[src/rtl/dcache_flush_seq.sv]
// dcache_flush_seq
//
// Purpose:
//   Sequences a data-cache flush or fence. A flush walks every (set, way)
//   line of the D$. It issues one writeback op per line and waits for the
//   cache to grant each op. It then waits for the write buffer to drain
//   and pulses a completion ack.
//   A fence with FlushOnFence=0 skips the walk and only drains the write
//   buffer. Requests that arrive while the sequencer is busy are remembered
//   in two pending flags. They are serviced back-to-back after the current
//   operation completes.
//
// Parameters:
//   NumSets           D$ sets walked per flush (power of two, >= 2)
//   NumWays           D$ ways per set (power of two, >= 2)
//   FlushOnFence      1: a fence performs a full line walk
//                     0: a fence only drains the write buffer
//   InvalidateOnFlush value presented on line_inv_o during the walk
//
// Ports:
//   clk_i         clock, all state updates on the rising edge
//   rst_i         synchronous active-high reset
//   fence_i       fence request pulse from commit
//   flush_i       explicit flush request pulse
//   line_req_o    per-line flush op valid
//   line_set_o    set index of the current op
//   line_way_o    way index of the current op
//   line_inv_o    invalidate line after writeback
//   line_gnt_i    cache accepts the current op
//   wbuf_empty_i  write buffer fully drained
//   busy_o        sequencer not idle
//   flush_ack_o   one-cycle completion pulse

module dcache_flush_seq #(
  parameter int unsigned NumSets           = 256,
  parameter int unsigned NumWays           = 8,
  parameter bit          FlushOnFence      = 1'b0,
  parameter bit          InvalidateOnFlush = 1'b0,
  localparam int unsigned SW               = $clog2(NumSets),
  localparam int unsigned WW               = $clog2(NumWays)
) (
  input  logic          clk_i,
  input  logic          rst_i,
  input  logic          fence_i,
  input  logic          flush_i,
  output logic          line_req_o,
  output logic [SW-1:0] line_set_o,
  output logic [WW-1:0] line_way_o,
  output logic          line_inv_o,
  input  logic          line_gnt_i,
  input  logic          wbuf_empty_i,
  output logic          busy_o,
  output logic          flush_ack_o
);

  typedef enum logic [1:0] {
    Idle,
    Walk,
    Drain,
    Done
  } state_e;

  localparam logic [SW-1:0] LastSet = SW'(NumSets - 1);
  localparam logic [WW-1:0] LastWay = WW'(NumWays - 1);

  state_e        state_q, state_d;
  logic [SW-1:0] set_q, set_d;
  logic [WW-1:0] way_q, way_d;
  logic          pendFlush_q, pendFlush_d;
  logic          pendFence_q, pendFence_d;

  // A flush always walks the cache. A fence walks only when FlushOnFence is set.
  // If flush and fence arrive together, the pulse counts as a walk request.
  logic walkReq;
  logic fenceOnly;

  assign walkReq   = flush_i | (fence_i & FlushOnFence);
  assign fenceOnly = fence_i & ~walkReq;

  // State register. Reset has priority, so any request present during a
  // reset cycle is dropped.
  always_ff @(posedge clk_i) begin
    if (rst_i) begin
      state_q     <= Idle;
      set_q       <= '0;
      way_q       <= '0;
      pendFlush_q <= 1'b0;
      pendFence_q <= 1'b0;
    end else begin
      state_q     <= state_d;
      set_q       <= set_d;
      way_q       <= way_d;
      pendFlush_q <= pendFlush_d;
      pendFence_q <= pendFence_d;
    end
  end

  // Next-state logic.
  // In Done, the pending flags include any request arriving in that same
  // cycle, so a late pulse is still serviced immediately. A pending flush
  // wins over a pending fence. Only the serviced flag is cleared.
  always_comb begin
    state_d     = state_q;
    set_d       = set_q;
    way_d       = way_q;
    pendFlush_d = pendFlush_q;
    pendFence_d = pendFence_q;

    if (state_q != Idle) begin
      pendFlush_d = pendFlush_q | walkReq;
      pendFence_d = pendFence_q | fenceOnly;
    end

    unique case (state_q)
      Idle: begin
        if (walkReq) begin
          state_d = Walk;
          set_d   = '0;
          way_d   = '0;
        end else if (fence_i) begin
          state_d = Drain;
        end
      end
      Walk: begin
        // Way is the fast counter. The set advances when the way wraps.
        if (line_gnt_i) begin
          if (way_q == LastWay) begin
            way_d = '0;
            if (set_q == LastSet) begin
              set_d   = '0;
              state_d = Drain;
            end else begin
              set_d = set_q + 1'b1;
            end
          end else begin
            way_d = way_q + 1'b1;
          end
        end
      end
      Drain: begin
        if (wbuf_empty_i) begin
          state_d = Done;
        end
      end
      Done: begin
        if (pendFlush_d) begin
          state_d     = Walk;
          set_d       = '0;
          way_d       = '0;
          pendFlush_d = 1'b0;
        end else if (pendFence_d) begin
          state_d     = Drain;
          pendFence_d = 1'b0;
        end else begin
          state_d = Idle;
        end
      end
      default: state_d = Idle;
    endcase
  end

  // Line op outputs are forced to zero outside the walk, so the cache
  // never sees stale indices.
  assign line_req_o  = (state_q == Walk);
  assign line_set_o  = line_req_o ? set_q : '0;
  assign line_way_o  = line_req_o ? way_q : '0;
  assign line_inv_o  = line_req_o & InvalidateOnFlush;
  assign busy_o      = (state_q != Idle);
  assign flush_ack_o = (state_q == Done);

endmodule

[config.mk]
export PLATFORM = sky130hd
export DESIGN_NAME = dcache_flush_seq
export DESIGN_NICKNAME = d
export VERILOG_FILES = /design/src/rtl/dcache_flush_seq.sv
export SDC_FILE = /design/constraint.sdc
export NUM_CORES = 1
export LEC_CHECK = 0
export ABC_AREA = 1
export CAP_MARGIN = 25
export CORE_ASPECT_RATIO = 1.4
export CORE_MARGIN = 3
export CORE_UTILIZATION = 53
export CTS_CLUSTER_DIAMETER = 150
export CTS_CLUSTER_SIZE = 20
export DETAILED_ROUTE_END_ITERATION = 8
export GPL_ROUTABILITY_DRIVEN = 0
export GPL_TIMING_DRIVEN = 0
export HOLD_SLACK_MARGIN = 0.08
export PLACE_DENSITY = 0.81
export REMOVE_ABC_BUFFERS = 1
export SLEW_MARGIN = 20
export SYNTH_ARGS = -nofsm -noshare
export SYNTH_HDL_FRONTEND = slang
export SYNTH_SLANG_ARGS = --single-unit
export TNS_END_PERCENT = 1
[constraint.sdc]
create_clock -name clk_i -period 2.7 [get_ports clk_i]
set_input_delay 0.54 -clock clk_i [delete_from_list [all_inputs] [get_ports clk_i]]
set_output_delay 0.54 -clock clk_i [all_outputs]
set_load 0.005 [all_outputs]
==> impl_metrics.py <==
metrics = {
    "run_status": {
        "status": "completed",
    },
    "synthesis": {
        "synth_top_cell_by_area": "dfxtp_1",
        "synth_seq_area_share_pct": 30.7,
        "synth_top_area_share_pct": 30.7,
        "yosysWarnings": 0,
        "synthFlopType": "dfxtp_1",
        "yosys_register_bits": 15,
        "syn_area_um2": 977,
        "syn-instance-count": 155,
        "syn_area_per_cell_um2": 6.30,
        "synth_commonest_cells": "nand2_1 (32), nor2_1 (28), inv_1 (21)",
        "postSynth.asyncResetShare_pct": 0,
        "synthMostInstantiatedCell": "nand2_1",
        "synth_area_leaders": "dfxtp_1 (31%), nand2_1 (12%), nor2_1 (11%), inv_1 (8.1%), a21oi_1 (7.2%)",
        "synth_cell_types": 25,
        "synth_edf_count": 0,
    },
    "die": {
        "start_util_pct": 58.9,
        "chipHeight_um": 56.8,
        "ios": 21,
        "core_area_um2": 1660,
        "die_x_um": 42.3,
        "die-area_um2": 2400,
        "row_count": 17,
    },
    "clock_network": {
        "clk_pin_slew_ps": 90,
        "ctsRootBufferMaster": "clkbuf_4",
        "cts_tree": "built",
        "clk_latency_ps": 280,
        "clk_path_buf_depth": 2,
        "cts_hold_buffers": 0,
        "cts_setup_buffers": 0,
        "htreeDepth": 1,
        "cts-buffers-inserted": 3,
        "postCtsResizedCells": 0,
        "cts.sinks": 15,
    },
    "worst_setup_path": {
        "r2r_start": "way_q[0]",
        "path_cells": "inv_1, nor2_4, inv_1, nor2_1, clkdlybuf4s50_1",
        "rr_worst_depth": 8,
        "max_stage_delay_ps": 510,
        "r2r_slack_ps": 1120,
        "rr_endpoint": "set_q[3]",
        "path_max_fanout": 12,
        "cp-end-kind": "primary output",
        "crit_path_start": "state_q[0]",
        "arrival_ps": 1900,
        "required_ps": 2160,
        "path_class": "reg2out",
        "slowest_stage": "clkdlybuf4s50_1",
        "worstSetupStartpointType": "flip-flop",
        "cp_common_cell": "inv_1",
    },
    "finish": {
        "n_antenna_cell": 0,
        "post_route_cells_drive_above_1_share_pct": 8.05,
        "fin_nets": 184,
        "area_growth_pct": 21.1,
    },
    "routing": {
        "routedWlPerCell_um": 10.7,
        "drt_iter0_drc": 19,
        "ant_nets": 0,
        "drcViolationCount": 0,
        "drt_wl_total_mm": 2.07,
        "num_vias": 1006,
        "vias_per_cell": 5.21,
        "dr.pass1.iters": 4,
    },
    "hold_path": {
        "hold_class": "reg2reg",
        "whs_path_depth": 2,
        "hold_start": "way_q[1]",
        "whs_endpoint": "way_q[1]",
    },
    "timing": {
        "fmax_mhz": 410,
        "drv_slew": 0,
        "clock_skew_ps": 2.69,
        "final_hold_viol_count": 0,
        "setup_viol": 0,
        "min_period_ps": 2440,
        "finalCritPeriodShare_pct": 90.4,
        "rsz0062_at_grt": "false",
        "setup_tns_ps": 0,
    },
    "placement": {
        "placement.io_buffers": 19,
        "dp_hpwl_mm": 1.62,
    },
    "grt": {
        "grt_pass1_wl_mm": 3.59,
        "antenna_found_initial": 0,
        "grtUsageTotal_pct": 19.3,
        "grt_max_degree": 13,
        "grt_overflow": 0,
        "grt_pass1_vias": 904,
    },
    "pwr": {
        "total_power_w": 0.000943,
        "power.leakage_nw": 0.468,
        "max-vdd-ir-drop_v": 0.000771,
        "power_density_nw_per_um2": 797,
    },
    "flow_run": {
        "maxCapViolations": 0,
    },
}
where the power goes:
part | internal (W) | total (W) | leakage [nW] | switching [W]
sequential | 0.000255 | 0.000297 | 0.122 | 0.0000413
combinational | 0.000183 | 0.000517 | 0.331 | 0.000334
clock | 0.0000574 | 0.000129 | 0.0150 | 0.0000713
sequential cells by signal, summed over array words and instances (netlist names):
name and count:
pendFence_q 1, pendFlush_q 1, set_q 8, state_q 2, way_q 3
routing by layer:
layer / global-route usage (%) / vias to the layer above / wire, um
met5: 0 / - / 0
met4: 11.6 / 0 / 55
met3: 3.21 / 6 / 113
met2: 34.9 / 30 / 1060
met1: 20.0 / 444 / 843
li1: - / 526 / -
logic make-up (layout without fill, tap and decap cells):
| group | count (synthesis) | count (layout) | synth area share [%] |
|---|---|---|---|
| AOI/OAI and AO/OA | 23 | 23 | 12.4 |
| adders and majority gates | 3 | 3 | 3.84 |
| buffers and inverters | 28 | 47 | 12.9 |
| DFF | 15 | 15 | 30.7 |
| other | 1 | 1 | 0.384 |
| and+or+nand+nor | 85 | 85 | 39.7 |
worst max-delay path, delay by kind of cell (launching register included):
kind / cells / cell delay [ps]
flops: 1 / 420
simple gates: 2 / 320
buf+inv: 3 / 860
placed cells by master (no fill, tap or decap), types with 2 or more instances in the layout:
cell,count
clkbuf_4,3
nor2_4,2
nor2_1,28
o21ai_0,7
clkdlybuf4s50_1,19
nand3_1,8
or2_2,2
nand4_1,2
inv_1,21
nand2_1,32
nand3_2,3
dfxtp_1,15
nor3_1,5
ha_1,3
a21oi_1,14
how the worst max path moves through the flow:
stage	cells after the start	endpoint	slack [ps]
finish	5	line_way_o[2]	260
global route	5	line_set_o[5]	120
CTS	5	line_way_o[2]	250
detailed placement	8	set_q[3]	560
global placement	5	line_way_o[2]	590
floorplan	4	line_set_o[0]	1230
metrics by stage:
stage               utilization, %  std cells  setup WS (ps)  hold slack [ps]  instance area, um2
floorplan                        -        151           1230              456                 943
global placement              69.8        189            594              473                1160
detailed placement            69.8        189            565              476                1160
CTS                           71.3        193            254              490                1180
global route                  71.3        193            120              526                1180
finish                        71.3        193            259              486                1180
area by class of cell:
class,count,area [um2]
tap,19,23.8
sequential,15,300
multi-input combinational,112,551
clock buffer,4,26.3
timing repair buffer,19,190
inverter,24,92.6
fill,162,475
(Power assumes the default switching activity.)
